File: src/rtl/mutative_types.sv
// ----------------------------------------------------------------------------
// mutative_types
//  Shared type/constant package for the mutative cache.
//  Holds the cacheline geometry, the memory-beat geometry used by
//  mutative_mem_adapter, the adapter FSM state type and a saturating adder
//  used by the optional performance counters.
// ----------------------------------------------------------------------------
package mutative_types;

   localparam int CACHELINE_SIZE = 256;                       // bits per line
   localparam int ADDR_BITS      = 32;                        // byte address
   localparam int OFFSET_BITS    = $clog2(CACHELINE_SIZE / 8); // byte offset in line

   localparam int BEAT_BITS      = 64;
   localparam int BEATS          = CACHELINE_SIZE / BEAT_BITS;
   localparam int BEAT_IDX_BITS  = $clog2(BEATS);

   typedef struct packed {
      logic [ADDR_BITS-OFFSET_BITS-1:0] line;
      logic [OFFSET_BITS-1:0]           offset;
   } cache_address_t;

   typedef enum logic [2:0] {
      IDLE,
      WR_BURST,
      RD_REQ,
      RD_BURST,
      RESP
   } adapter_state_t;

   // a + b, clamped at all-ones
   function automatic logic [31:0] sat_add32(input logic [31:0] a, input logic [31:0] b);
      logic [32:0] sum;
      sum = {1'b0, a} + {1'b0, b};
      return sum[32] ? 32'hFFFF_FFFF : sum[31:0];
   endfunction

endpackage

File: src/rtl/mutative_mem_adapter.sv
// ----------------------------------------------------------------------------
// mutative_mem_adapter
//  Downstream stage of the mutative cache. Turns one 256-bit line fill or
//  write-back into a 4-beat 64-bit burst on the memory port and returns the
//  completion (plus fill data) to the cache with a one-cycle cache_resp.
//  One transaction outstanding; the cache holds its request until cache_resp.
//
//  Ports
//   clk, rst_n          clock, synchronous active-low reset
//   cache_read/write    fill / write-back request (write wins if both)
//   cache_addr          byte address, line offset ignored
//   cache_wdata         write-back line
//   cache_rdata         fill line, valid with cache_resp after a read
//   cache_resp          one-cycle completion pulse
//   bmem_addr           line-aligned burst address, constant per burst
//   bmem_read           read burst request, held until bmem_ready
//   bmem_write/wdata    write beat valid / data (beat 0 = line[63:0])
//   bmem_ready          accepts read request or current write beat
//   bmem_rdata/rvalid   read beat data / valid (beat 0 = line[63:0])
//
//  Build option MUT_ADAPTER_PERF_EN adds perf_rd_cnt, perf_wr_cnt and
//  perf_stall_cnt (saturating, updated on the edge that enters RESP).
// ----------------------------------------------------------------------------
module mutative_mem_adapter
   import mutative_types::*;
(
   input  logic                      clk,
   input  logic                      rst_n,
   input  logic                      cache_read,
   input  logic                      cache_write,
   input  logic [ADDR_BITS-1:0]      cache_addr,
   input  logic [CACHELINE_SIZE-1:0] cache_wdata,
   output logic [CACHELINE_SIZE-1:0] cache_rdata,
   output logic                      cache_resp,
   output logic [ADDR_BITS-1:0]      bmem_addr,
   output logic                      bmem_read,
   output logic                      bmem_write,
   output logic [BEAT_BITS-1:0]      bmem_wdata,
   input  logic                      bmem_ready,
   input  logic [BEAT_BITS-1:0]      bmem_rdata,
   input  logic                      bmem_rvalid
`ifdef MUT_ADAPTER_PERF_EN
   ,
   output logic [31:0]               perf_rd_cnt,
   output logic [31:0]               perf_wr_cnt,
   output logic [31:0]               perf_stall_cnt
`endif
);

   localparam int CL_BITS = CACHELINE_SIZE;
   localparam logic [BEAT_IDX_BITS-1:0] LAST_BEAT = BEAT_IDX_BITS'(BEATS - 1);

   adapter_state_t            state_q, state_d;
   logic [BEAT_IDX_BITS-1:0]  beat_cnt_q, beat_cnt_d;
   logic [CL_BITS-1:0]        line_q, line_d;
   logic [CL_BITS-1:0]        rdata_q, rdata_d;
   logic [ADDR_BITS-1:0]      addr_q, addr_d;
   logic [BEAT_BITS-1:0]      wdata_q, wdata_d;
   logic                      resp_q, resp_d;
   logic                      rd_q, rd_d;
   logic                      wr_q, wr_d;
   cache_address_t            aligned_addr;

   // Clear the byte offset so the burst always starts on the line boundary
   always_comb begin
      aligned_addr        = cache_addr;
      aligned_addr.offset = '0;
   end

   always_comb begin
      state_d    = state_q;
      beat_cnt_d = beat_cnt_q;
      line_d     = line_q;
      rdata_d    = rdata_q;
      addr_d     = addr_q;

      case (state_q)
         IDLE: begin
            beat_cnt_d = '0;
            if (cache_write) begin
               addr_d  = aligned_addr;
               line_d  = cache_wdata;
               state_d = WR_BURST;
            end else if (cache_read) begin
               addr_d  = aligned_addr;
               state_d = RD_REQ;
            end
         end
         WR_BURST: begin
            if (bmem_ready) begin
               beat_cnt_d = beat_cnt_q + 1'b1;
               if (beat_cnt_q == LAST_BEAT) state_d = RESP;
            end
         end
         RD_REQ: begin
            if (bmem_ready) begin
               state_d = RD_BURST;
               // memory may return beat 0 in the same cycle it accepts
               if (bmem_rvalid) begin
                  rdata_d[beat_cnt_q*BEAT_BITS +: BEAT_BITS] = bmem_rdata;
                  beat_cnt_d = beat_cnt_q + 1'b1;
               end
            end
         end
         RD_BURST: begin
            if (bmem_rvalid) begin
               rdata_d[beat_cnt_q*BEAT_BITS +: BEAT_BITS] = bmem_rdata;
               beat_cnt_d = beat_cnt_q + 1'b1;
               if (beat_cnt_q == LAST_BEAT) state_d = RESP;
            end
         end
         RESP: begin
            beat_cnt_d = '0;
            state_d    = IDLE;
         end
         default: begin
            beat_cnt_d = '0;
            state_d    = IDLE;
         end
      endcase

      // Outputs are registered: derive them from the state being entered
      resp_d  = (state_d == RESP);
      rd_d    = (state_d == RD_REQ);
      wr_d    = (state_d == WR_BURST);
      wdata_d = wr_d ? line_d[beat_cnt_d*BEAT_BITS +: BEAT_BITS] : '0;
   end

   always_ff @(posedge clk) begin
      if (!rst_n) begin
         state_q    <= IDLE;
         beat_cnt_q <= '0;
         line_q     <= '0;
         rdata_q    <= '0;
         addr_q     <= '0;
         wdata_q    <= '0;
         resp_q     <= 1'b0;
         rd_q       <= 1'b0;
         wr_q       <= 1'b0;
      end else begin
         state_q    <= state_d;
         beat_cnt_q <= beat_cnt_d;
         line_q     <= line_d;
         rdata_q    <= rdata_d;
         addr_q     <= addr_d;
         wdata_q    <= wdata_d;
         resp_q     <= resp_d;
         rd_q       <= rd_d;
         wr_q       <= wr_d;
      end
   end

   // Fill data lives in its own output register so a later write-back
   // reusing the line buffer cannot disturb what the cache already holds.
   assign cache_rdata = rdata_q;
   assign cache_resp  = resp_q;
   assign bmem_addr   = addr_q;
   assign bmem_read   = rd_q;
   assign bmem_write  = wr_q;
   assign bmem_wdata  = wdata_q;

`ifdef MUT_ADAPTER_PERF_EN
   logic [31:0] stall_acc_q, stall_acc_d;
   logic [31:0] perf_rd_q, perf_rd_d;
   logic [31:0] perf_wr_q, perf_wr_d;
   logic [31:0] perf_stall_q, perf_stall_d;
   logic        in_burst;

   assign in_burst = (state_q == WR_BURST) || (state_q == RD_REQ) || (state_q == RD_BURST);

   // Stalls are gathered per transaction and folded in when RESP is entered
   always_comb begin
      stall_acc_d  = stall_acc_q;
      perf_rd_d    = perf_rd_q;
      perf_wr_d    = perf_wr_q;
      perf_stall_d = perf_stall_q;
      if (state_q == IDLE) begin
         stall_acc_d = '0;
      end else if (in_burst && !bmem_ready && !bmem_rvalid) begin
         stall_acc_d = sat_add32(stall_acc_q, 32'd1);
      end
      if (state_d == RESP && state_q != RESP) begin
         if (state_q == RD_BURST) perf_rd_d = sat_add32(perf_rd_q, 32'd1);
         else                     perf_wr_d = sat_add32(perf_wr_q, 32'd1);
         perf_stall_d = sat_add32(perf_stall_q, stall_acc_q);
      end
   end

   always_ff @(posedge clk) begin
      if (!rst_n) begin
         stall_acc_q  <= '0;
         perf_rd_q    <= '0;
         perf_wr_q    <= '0;
         perf_stall_q <= '0;
      end else begin
         stall_acc_q  <= stall_acc_d;
         perf_rd_q    <= perf_rd_d;
         perf_wr_q    <= perf_wr_d;
         perf_stall_q <= perf_stall_d;
      end
   end

   assign perf_rd_cnt    = perf_rd_q;
   assign perf_wr_cnt    = perf_wr_q;
   assign perf_stall_cnt = perf_stall_q;
`endif

endmodule

File: config.mk
export PLATFORM = sky130hd
export DESIGN_NAME = mutative_mem_adapter
export DESIGN_NICKNAME = d
export VERILOG_FILES = /design/src/rtl/mutative_types.sv /design/src/rtl/mutative_mem_adapter.sv
export SDC_FILE = /design/constraint.sdc
export NUM_CORES = 1
export LEC_CHECK = 0
export BUFFER_PORTS_ARGS = -buffer_cell sky130_fd_sc_hd__buf_2
export CAP_MARGIN = 25
export CORE_AREA = 2 2 275 277
export CTS_CLUSTER_SIZE = 16
export DETAILED_ROUTE_END_ITERATION = 6
export DIE_AREA = 0 0 277 279
export SLEW_MARGIN = 5
export SYNTH_ARGS = -nofsm -noshare
export SYNTH_HDL_FRONTEND = slang
export SYNTH_SLANG_ARGS = --single-unit
File: constraint.sdc
create_clock -name clk -period 3 [get_ports clk]
set_input_delay 0.45 -clock clk [delete_from_list [all_inputs] [get_ports clk]]
set_output_delay 0.45 -clock clk [all_outputs]
set_load 0.005 [all_outputs]
==> flow_summary.ini, run 1 <==
[die]
num_rows = 100
dieWidth_um = 277
coreArea_um2 = 74070
start_util_pct = 32.57
die-area_um2 = 77280
die_h_um = 279
pin_count = 713

[power]
power_density_nw_per_um2 = 645.2
p_int_mw = 14.62
clock_power_share_pct = 43.3
total_leakage_power_nw = 12.66
p_sw_share_pct = 26.84
ir_drop_mv = 0.4654
total_power_mw = 19.99
p_comb_share_pct = 13.5
seq_power_share_pct = 43.3
p_sw_mw = 5.365

[setup_path]
critPathTopFamily = compound AO/OA/AOI/OAI gates
crit_slowest_cell = ha_1
worst-path-max-fanout = 21
crit_arrival_ns = 3.23
critPathKind = reg -> reg
cp_cell_sequence = inv_1, ha_1, mux2i_1, o21ai_0, a32oi_1, nand2_2, buf_12, o32ai_1
r2r_cells = 8
crit_buf_inv = 2
endpoint_kind = flip-flop
max_stage_delay_ns = 0.42
startpoint_type = flip-flop
cp.depth = 8
required_ns = 3.49

[hold_path]
hp-class = in -> reg
holdPathStages = 3

[synthesis]
syn_avg_cell_area_um2 = 7.837
ys_ff_latch = 611
synth_cell_types = 38
synth-edff-count = 0
async_flop_share_pct = 0
yosysSeqAreaShare_pct = 50.71
synth_area_um2 = 24120
synthFlopType = dfxtp_1
postSynthCellCount = 3078
yosysWarnings = 0

[detailed_routing]
drt-total-wl_um = 87550
vias_per_cell = 5.016
dr.pass1.iters = 6
wire_per_inst_um = 18.69
ant_nets = 0
vias = 23501
dr.first_iter.drc_count = 1865
drc = 0

[place]
dp_hpwl_um = 59610
gp_congestion = 0.9094
io_buffers = 702

[run]
maxCapViolations = 0

[global_route]
gr-total-overflow = 0
grt_antenna_before_repair = 23
first_global_vias = 21714
track_usage_pct = 21.33
grt_pass1_wl_um = 129900
grt_max_degree = 193

[sta]
final_hold_viol_count = 0
timing.setup.tns_ns = 0
tightest_slew_ns = 1.179
worst_clock_skew_ns = 0.01773
slew_headroom_pct = 21.42
min_period_ns = 2.745
fin_crit_sh_pct = 91.51
setup_viol = 0
final_max_slew_viol_count = 0
max_freq_ghz = 0.3643
rsz0062_at_grt = false

[cts]
cts_setup_buffers = 0
h-tree-depth = 3
clock_latency_ns = 0.60
cts_hold_buf = 0
clock_sinks = 611
cts_tree = built
numCtsBuffers = 70
cts-root-buf = clkbuf_16
path_clk_slew_ns = 0.06
ctsResizeCount = 0
cts_max_path_buffers = 3

[finish]
syn_to_final_growth_pct = 28.41
register_area_um2 = 12230
multi_input_area_um2 = 10790
n_fill_cell = 7603
nets = 4011
drive_gt1_share_pct = 27.75

[status]
status = finished clean
==> power by group through the flow <==
stage	clock, mW	combinational (mW)	sequential [mW]
2_1_floorplan	0	1.67	8.80
6_report	8.65	2.69	8.65
4_1_cts	8.86	2.70	8.65
5_1_grt	9.15	2.96	8.69
3_3_place_gp	0	2.68	8.82
3_5_place_dp	0	2.69	8.82
==> path summary, 6_finish.rpt <==
path	slack, ns	end	startpoint
worst max-delay path	0.25	bmem_wdata[52]	beat_cnt_q[0]
worst min-delay path	0.08	line_q[160]	cache_wdata[160]
worst max register to register	0.25	bmem_wdata[52]	beat_cnt_q[0]
worst min register to register	0.45	cache_rdata[165]	cache_rdata[165]
==> per-layer routing <==
layer	vias up	global-route usage [%]	part of all wire, %	routed length [µm]
li1	11379	-	-	-
met1	11003	27.40	42	36590
met2	898	33.36	46	39900
met3	201	5.263	8.0	7000
met4	20	10.66	4.5	3937
met5	-	0	0.14	121
==> tightest hold or removal path, cell delays in order <==
cell and delay (ns):
buf_2 0.09, nand2_1 0.05, a21oi_1 0.05
==> cell type report <==
class                      count  area share, %
antenna                       12        0.09694
clock buffer                  98          6.386
clock inverter                31          1.074
inverter                       6        0.09694
multi-input combinational   2193          34.82
sequential                   611          39.49
tap                          969          3.914
timing repair buffer         765          14.12
==> state kept, by name, indices dropped and copies added (netlist names) <==
signal       cells
bmem_addr       27
bmem_read        1
cache_resp       1
line_q         256
bmem_write       1
cache_rdata    256
bmem_wdata      64
state_q          3
beat_cnt_q       2
==> kinds of logic (layout without fill, tap and decap cells) <==
| family | after synthesis | in the layout | synth area share, % |
|---|---|---|---|
| fa+ha+maj | 6 | 6 | 0.3112 |
| buf+inv | 278 | 900 | 4.901 |
| compound gates | 616 | 616 | 13.94 |
| flops | 611 | 611 | 50.71 |
| simple gates | 1435 | 1435 | 24.03 |
| xor+xnor | 1 | 1 | 0.03631 |
| mux | 130 | 130 | 6.063 |
| other cells | 1 | 17 | 0.01555 |
==> cell usage in the layout (no fill, tap or decap), types with 3 or more instances in the layout <==
master	instances
nand2_1	824
buf_2	702
dfxtp_1	611
a21oi_1	539
nor2_1	323
nand3_1	259
mux2_2	129
clkbuf_16	71
o32ai_1	64
buf_4	32
buf_12	31
clkbuf_1	17
clkinv_2	16
diode_2	12
clkbuf_8	10
ha_1	6
nand2_2	5
conb_1	5
inv_1	4
and2_2	4
bufinv_16	4
clkinv_4	4
and2_1	3
nor3_2	3
nor3b_2	3
==> cells in the mapped netlist, drive strengths merged (2+ instances only) <==
cell,number,area [µm²]
mux2,129,1453
a32o,2,20.02
clkbuf,165,619.3
o21ai,3,15.01
nor4,3,33.78
o21a,2,15.01
nand3,259,1296
o32ai,64,560.5
a32oi,2,17.52
nor3b,3,22.52
a21oi,540,2706
and2,7,43.79
dfxtp,611,12230
nor2,323,1212
ha,6,75.07
buf,107,540.5
nor3,5,30.03
inv,6,22.52
nand2,830,3118
==> per-stage QoR <==
step	cell area (µm²)	hold slack [ns]	std cells	util, %	setup WS, ns
after detailed placement	28640	0.4396	4544	38.66	0.2732
after global routing	30980	0.06008	4685	41.82	0.02595
final	30980	0.08197	4685	41.82	0.2546
after floorplan	24140	0.4367	3082	-	0.7558
after CTS	30950	0.02967	4673	41.78	0.2490
after global placement	28640	0.4348	4544	38.66	0.3470
(Power assumes the default switching activity.)
==> run 2: changes to the inputs <==
==> constraint.sdc (replaced) <==
create_clock -name clk -period 3 [get_ports clk]
set_input_delay 0.3 -clock clk [delete_from_list [all_inputs] [get_ports clk]]
set_output_delay 0.3 -clock clk [all_outputs]
set_load 0.005 [all_outputs]
==> run 2 against run 1 <==
Compared with the run above: final cell count up 7.1%; worst hold slack worse by 0.054 ns; critical path depth unchanged; sequential cell count unchanged; combinational power up 15%; power up 3.3%; wire length up 5.1%; non-clock buffer count up 337; global-route usage up 1.2 points; largest power group is now clock.
==> flow_summary.ini, run 2 (same netlist as run 1, synthesis figures left out) <==
[status]
status = finished clean

[power]
p_sw_mw = 5.522
p_comb_share_pct = 15.0
total_power_mw = 20.65
total_leakage_power_nw = 14.12
power_density_nw_per_um2 = 598.0
clock_power_share_pct = 43.1
seq_power_share_pct = 41.9
p_sw_share_pct = 26.74
ir_drop_mv = 0.3910
p_int_mw = 15.13

[die]
num_rows = 100
die_h_um = 279
pin_count = 713
die-area_um2 = 77280
coreArea_um2 = 74070
dieWidth_um = 277
start_util_pct = 32.57

[sta]
final_hold_viol_count = 0
setup_viol = 0
rsz0062_at_grt = false
worst_clock_skew_ns = 0.02023
max_freq_ghz = 0.3849
min_period_ns = 2.598
timing.setup.tns_ns = 0
final_max_slew_viol_count = 0
slew_headroom_pct = 34.44
tightest_slew_ns = 0.9834
fin_crit_sh_pct = 86.60

[global_route]
grt_busiest_layer = met2
grt_max_degree = 186
first_global_vias = 24027
track_usage_pct = 22.56
grt_pass1_wl_um = 139000
gr-total-overflow = 0
grt.met1_usage_pct = 28.99
use_met3_pct = 4.786
grt_antenna_before_repair = 13
use_met2_pct = 35.12

[setup_path]
required_ns = 3.50
reg2reg_slack_ns = 0.40
endpoint_kind = flip-flop
r2r_cells = 8
worst-path-max-fanout = 9
critPathKind = reg -> reg
crit_arrival_ns = 3.09
startpoint_type = flip-flop
crit-reg2reg-launch = beat_cnt_q[1]
timing.rr.end = bmem_wdata[15]

[place]
gp_congestion = 0.8782
dp_hpwl_um = 59500
io_buffers = 702

[cts]
numCtsBuffers = 70
cts_tree = built
cts-root-buf = clkbuf_16
cts_max_path_buffers = 3
ctsResizeCount = 0
path_clk_slew_ns = 0.06
clock_sinks = 611
clock_latency_ns = 0.60
cts_setup_buffers = 0
h-tree-depth = 3

[finish]
syn_to_final_growth_pct = 43.14
mostFrequentLayoutCell = nand2_1
nets = 4348
drive_gt1_share_pct = 25.38
n_fill_cell = 7159
layout_common_cells = nand2_1, buf_2, dfxtp_1, a21oi_1, dlygate4sd3_1

[hold_path]
hold_start = bmem_rdata[54]
hp-class = in -> reg
holdPathStages = 3
holdPathEnd = cache_rdata[54]

[detailed_routing]
dr.first_iter.drc_count = 2072
ant_nets = 0
vias = 24928
drt-total-wl_um = 91990
vias_per_cell = 4.967
wire_per_inst_um = 18.33
dr.pass1.iters = 5
drc = 0

[run]
maxCapViolations = 0
-- run 2: changes by cell type in the layout (fill, tap and decap cells not counted), sizes merged --
cell / before / now
clkinv: 22 / 11
dlygate4sd3: 0 / 338
clkbuf: 98 / 109
diode: 12 / 11
buf: 765 / 764
inv: 10 / 9
bufinv: 4 / 3
-- run 2: critical path: stages (launching register included) --
cell and delay [ns]:
dfxtp_1 0.41, inv_1 0.11, ha_1 0.38, mux2i_1 0.16
o21ai_0 0.09, a32oi_1 0.40, nand2_2 0.31, buf_4 0.29
o32ai_1 0.33
-- run 2: repair_timing --
| item | in CTS | in global routing |
|---|---|---|
| hold buffers | 338 | 0 |
| setup endpoints to repair | 0 | 0 |
| hold endpoints to repair | 550 | 0 |
-- run 2: how the worst max path moves through the flow --
stage | start | endpoint | slack (ns)
final | beat_cnt_q[1] | bmem_wdata[15] | 0.40
after detailed placement | beat_cnt_q[1] | bmem_wdata[56] | 0.45
after global placement | beat_cnt_q[1] | bmem_wdata[26] | 0.49
after CTS | beat_cnt_q[1] | bmem_wdata[15] | 0.42
after global routing | beat_cnt_q[1] | bmem_wdata[48] | 0.19
after floorplan | beat_cnt_q[0] | bmem_wdata[10] | 0.76
-- run 2: stage by stage --
| stage | cells | utilization (%) | hold WS (ns) | setup WS (ns) | area [µm²] |
|---|---|---|---|---|---|
| global route | 5018 | 46.61 | 0.0002992 | 0.1928 | 34530 |
| CTS | 5008 | 46.58 | 0.001008 | 0.4192 | 34500 |
| global placement | 4543 | 38.73 | 0.4350 | 0.4867 | 28690 |
| finish | 5019 | 46.62 | 0.02830 | 0.4020 | 34530 |
| floorplan | 3082 | - | 0.4217 | 0.7558 | 24140 |
| detailed placement | 4543 | 38.73 | 0.4400 | 0.4499 | 28690 |
-- run 2: layout make-up --
cell class | instances | area, µm² | area share, %
Sequential cell | 611 | 12230 | 35.42
Tap cell | 969 | 1212 | 3.511
Inverter | 6 | 30.03 | 0.08696
Antenna cell | 11 | 27.53 | 0.07972
Multi-Input combinational cell | 2193 | 10790 | 31.24
Timing Repair Buffer | 1102 | 7812 | 22.62
Clock buffer | 109 | 2130 | 6.167
Clock inverter | 18 | 299.0 | 0.8660
-- run 2: power by group through the flow --
stage / sequential [mW] / combinational, mW / clock, mW
detailed placement: 8.82 / 2.70 / 0
global route: 8.68 / 3.37 / 9.42
CTS: 8.64 / 3.07 / 9.08
floorplan: 8.80 / 1.67 / 0
global placement: 8.81 / 2.69 / 0
finish: 8.65 / 3.10 / 8.90
-- run 2: layer usage --
layer / routed length [µm] / up-vias
li1: - / 12055
met1: 38180 / 11544
met2: 41680 / 1069
met3: 6972 / 256
met4: 5119 / 4
met5: 27 / -
==> run 3: changes to the inputs <==
--- a/config.mk
+++ b/config.mk
@@ -11,6 +11,7 @@
 export CTS_CLUSTER_SIZE = 16
 export DETAILED_ROUTE_END_ITERATION = 6
 export DIE_AREA = 0 0 277 279
+export MAX_ROUTING_LAYER = met4
 export SLEW_MARGIN = 5
 export SYNTH_ARGS = -nofsm -noshare
 export SYNTH_HDL_FRONTEND = slang
==> run 3 against run 2 <==
Compared with the run above: combinational power about the same; core utilization did not move; sequential share of layout area is the same; first-iteration DRC count fell by 4.6%; clock skew hardly changed; worst setup slack gained 0.0081 ns; critical path type unchanged; critical endpoint is now cache_rdata[133]; highest routed layer is now met4.
==> flow_summary.ini, run 3 (same netlist as run 1, synthesis figures left out) <==
[die]
dieWidth_um = 277
die-area_um2 = 77280
coreArea_um2 = 74070
die_h_um = 279
num_rows = 100
start_util_pct = 32.57
pin_count = 713

[finish]
syn_to_final_growth_pct = 43.14
nets = 4348
stdcell_area_um2 = 34530
layout_common_cells = nand2_1, buf_2, dfxtp_1, a21oi_1, dlygate4sd3_1
mostFrequentLayoutCell = nand2_1
drive_gt1_share_pct = 25.38

[power]
power_density_nw_per_um2 = 598.0
total_leakage_power_nw = 14.12
ir_drop_mv = 0.3929

[sta]
fin_crit_sh_pct = 86.33
slew_headroom_pct = 33.35
rsz0062_at_grt = false
final_hold_viol_count = 0
timing.setup.tns_ns = 0
min_period_ns = 2.590
max_freq_ghz = 0.3861
tightest_slew_ns = 0.9997
final_max_slew_viol_count = 0
worst_clock_skew_ns = 0.02034
setup_viol = 0

[cts]
cts_setup_buffers = 0
h-tree-depth = 3
cts-root-buf = clkbuf_16
cts_tree = built
numCtsBuffers = 70
clock_sinks = 611
cts_max_path_buffers = 3
path_clk_slew_ns = 0.06
clock_latency_ns = 0.60

[place]
gp_congestion = 0.8927
io_buffers = 702
dp_hpwl_um = 59500
dpl_cell_area_um2 = 28690

[setup_path]
cp_cell_sequence = nor2_1, nor3_2, and2_2, buf_12, nand3_1, a21oi_1
critPathKind = reg -> reg
crit-reg2reg-launch = state_q[0]
endpoint_kind = flip-flop
startpoint_type = flip-flop
worst-path-max-fanout = 46
max_stage_delay_ns = 0.62
crit_slowest_cell = dfxtp_1
r2r_cells = 6
crit_arrival_ns = 3.11
timing.rr.end = cache_rdata[133]
reg2reg_slack_ns = 0.41
required_ns = 3.52

[global_route]
track_usage_pct = 23.22
gr-total-overflow = 0
grt_max_degree = 186
first_global_vias = 24037
grt_antenna_before_repair = 12
grt_pass1_wl_um = 138700

[hold_path]
holdPathStages = 3
hold_start = bmem_rdata[54]
holdPathEnd = cache_rdata[54]
hp-class = in -> reg

[status]
status = finished clean

[run]
maxCapViolations = 0

[detailed_routing]
dr.first_iter.drc_count = 1976
drt-total-wl_um = 91930
vias = 24890
vias_per_cell = 4.959
ant_nets = 0
drc = 0
wire_per_inst_um = 18.32
dr.pass1.iters = 5
-- run 3: layout make-up --
class                      count  area, µm²
antenna                       11      27.53
clock buffer                 109       2130
clock inverter                18      299.0
fill                        7159      39540
inverter                       6      30.03
multi-input combinational   2193      10790
sequential                   611      12230
tap                          969       1212
timing repair buffer        1102       7812
-- run 3: critical path, delay by kind of cell (launching register included) --
family	cells	cell delay (ns)
buffers and inverters	1	0.32
and+or+nand+nor	4	1.33
DFF	1	0.62
AOI/OAI and AO/OA	1	0.18
-- run 3: worst max-delay path by stage --
| stage | startpoint | end | slack (ns) |
|---|---|---|---|
| finish | state_q[0] | cache_rdata[133] | 0.41 |
| global route | beat_cnt_q[1] | bmem_wdata[48] | 0.19 |
| CTS | beat_cnt_q[1] | bmem_wdata[15] | 0.42 |
| detailed placement | beat_cnt_q[1] | bmem_wdata[56] | 0.45 |
| global placement | beat_cnt_q[1] | bmem_wdata[26] | 0.49 |
| floorplan | beat_cnt_q[0] | bmem_wdata[10] | 0.76 |
-- run 3: power by group --
group | internal [mW] | total (mW) | switching [mW]
registers | 8.48 | 8.65 | 0.170
logic | 1.43 | 3.11 | 1.68
clock network | 5.23 | 8.90 | 3.67
-- run 3: timing repair --
action	in CTS	in global routing
hold buffers	338	0
hold endpoints to repair	550	0
gates resized for setup	0	0
-- run 3: per-stage QoR --
step / util, % / hold slack (ns) / power, mW / std cells / setup slack [ns]
2_1_floorplan: - / 0.4217 / 10.47 / 3082 / 0.7558
3_3_place_gp: 38.73 / 0.4350 / 11.50 / 4543 / 0.4867
6_report: 46.62 / 0.03120 / 20.65 / 5019 / 0.4101
5_1_grt: 46.62 / 0.0003199 / 21.47 / 5019 / 0.1928
3_5_place_dp: 38.73 / 0.4400 / 11.51 / 4543 / 0.4499
4_1_cts: 46.58 / 0.001008 / 20.79 / 5008 / 0.4192
-- run 3: per-layer routing --
metal	vias up	wire [µm]	global-route usage, %
met5	-	0	-
met1	11573	38300	29.05
met2	1006	41720	35.01
li1	12049	-	-
met3	262	6685	4.694
met4	0	5216	13.09
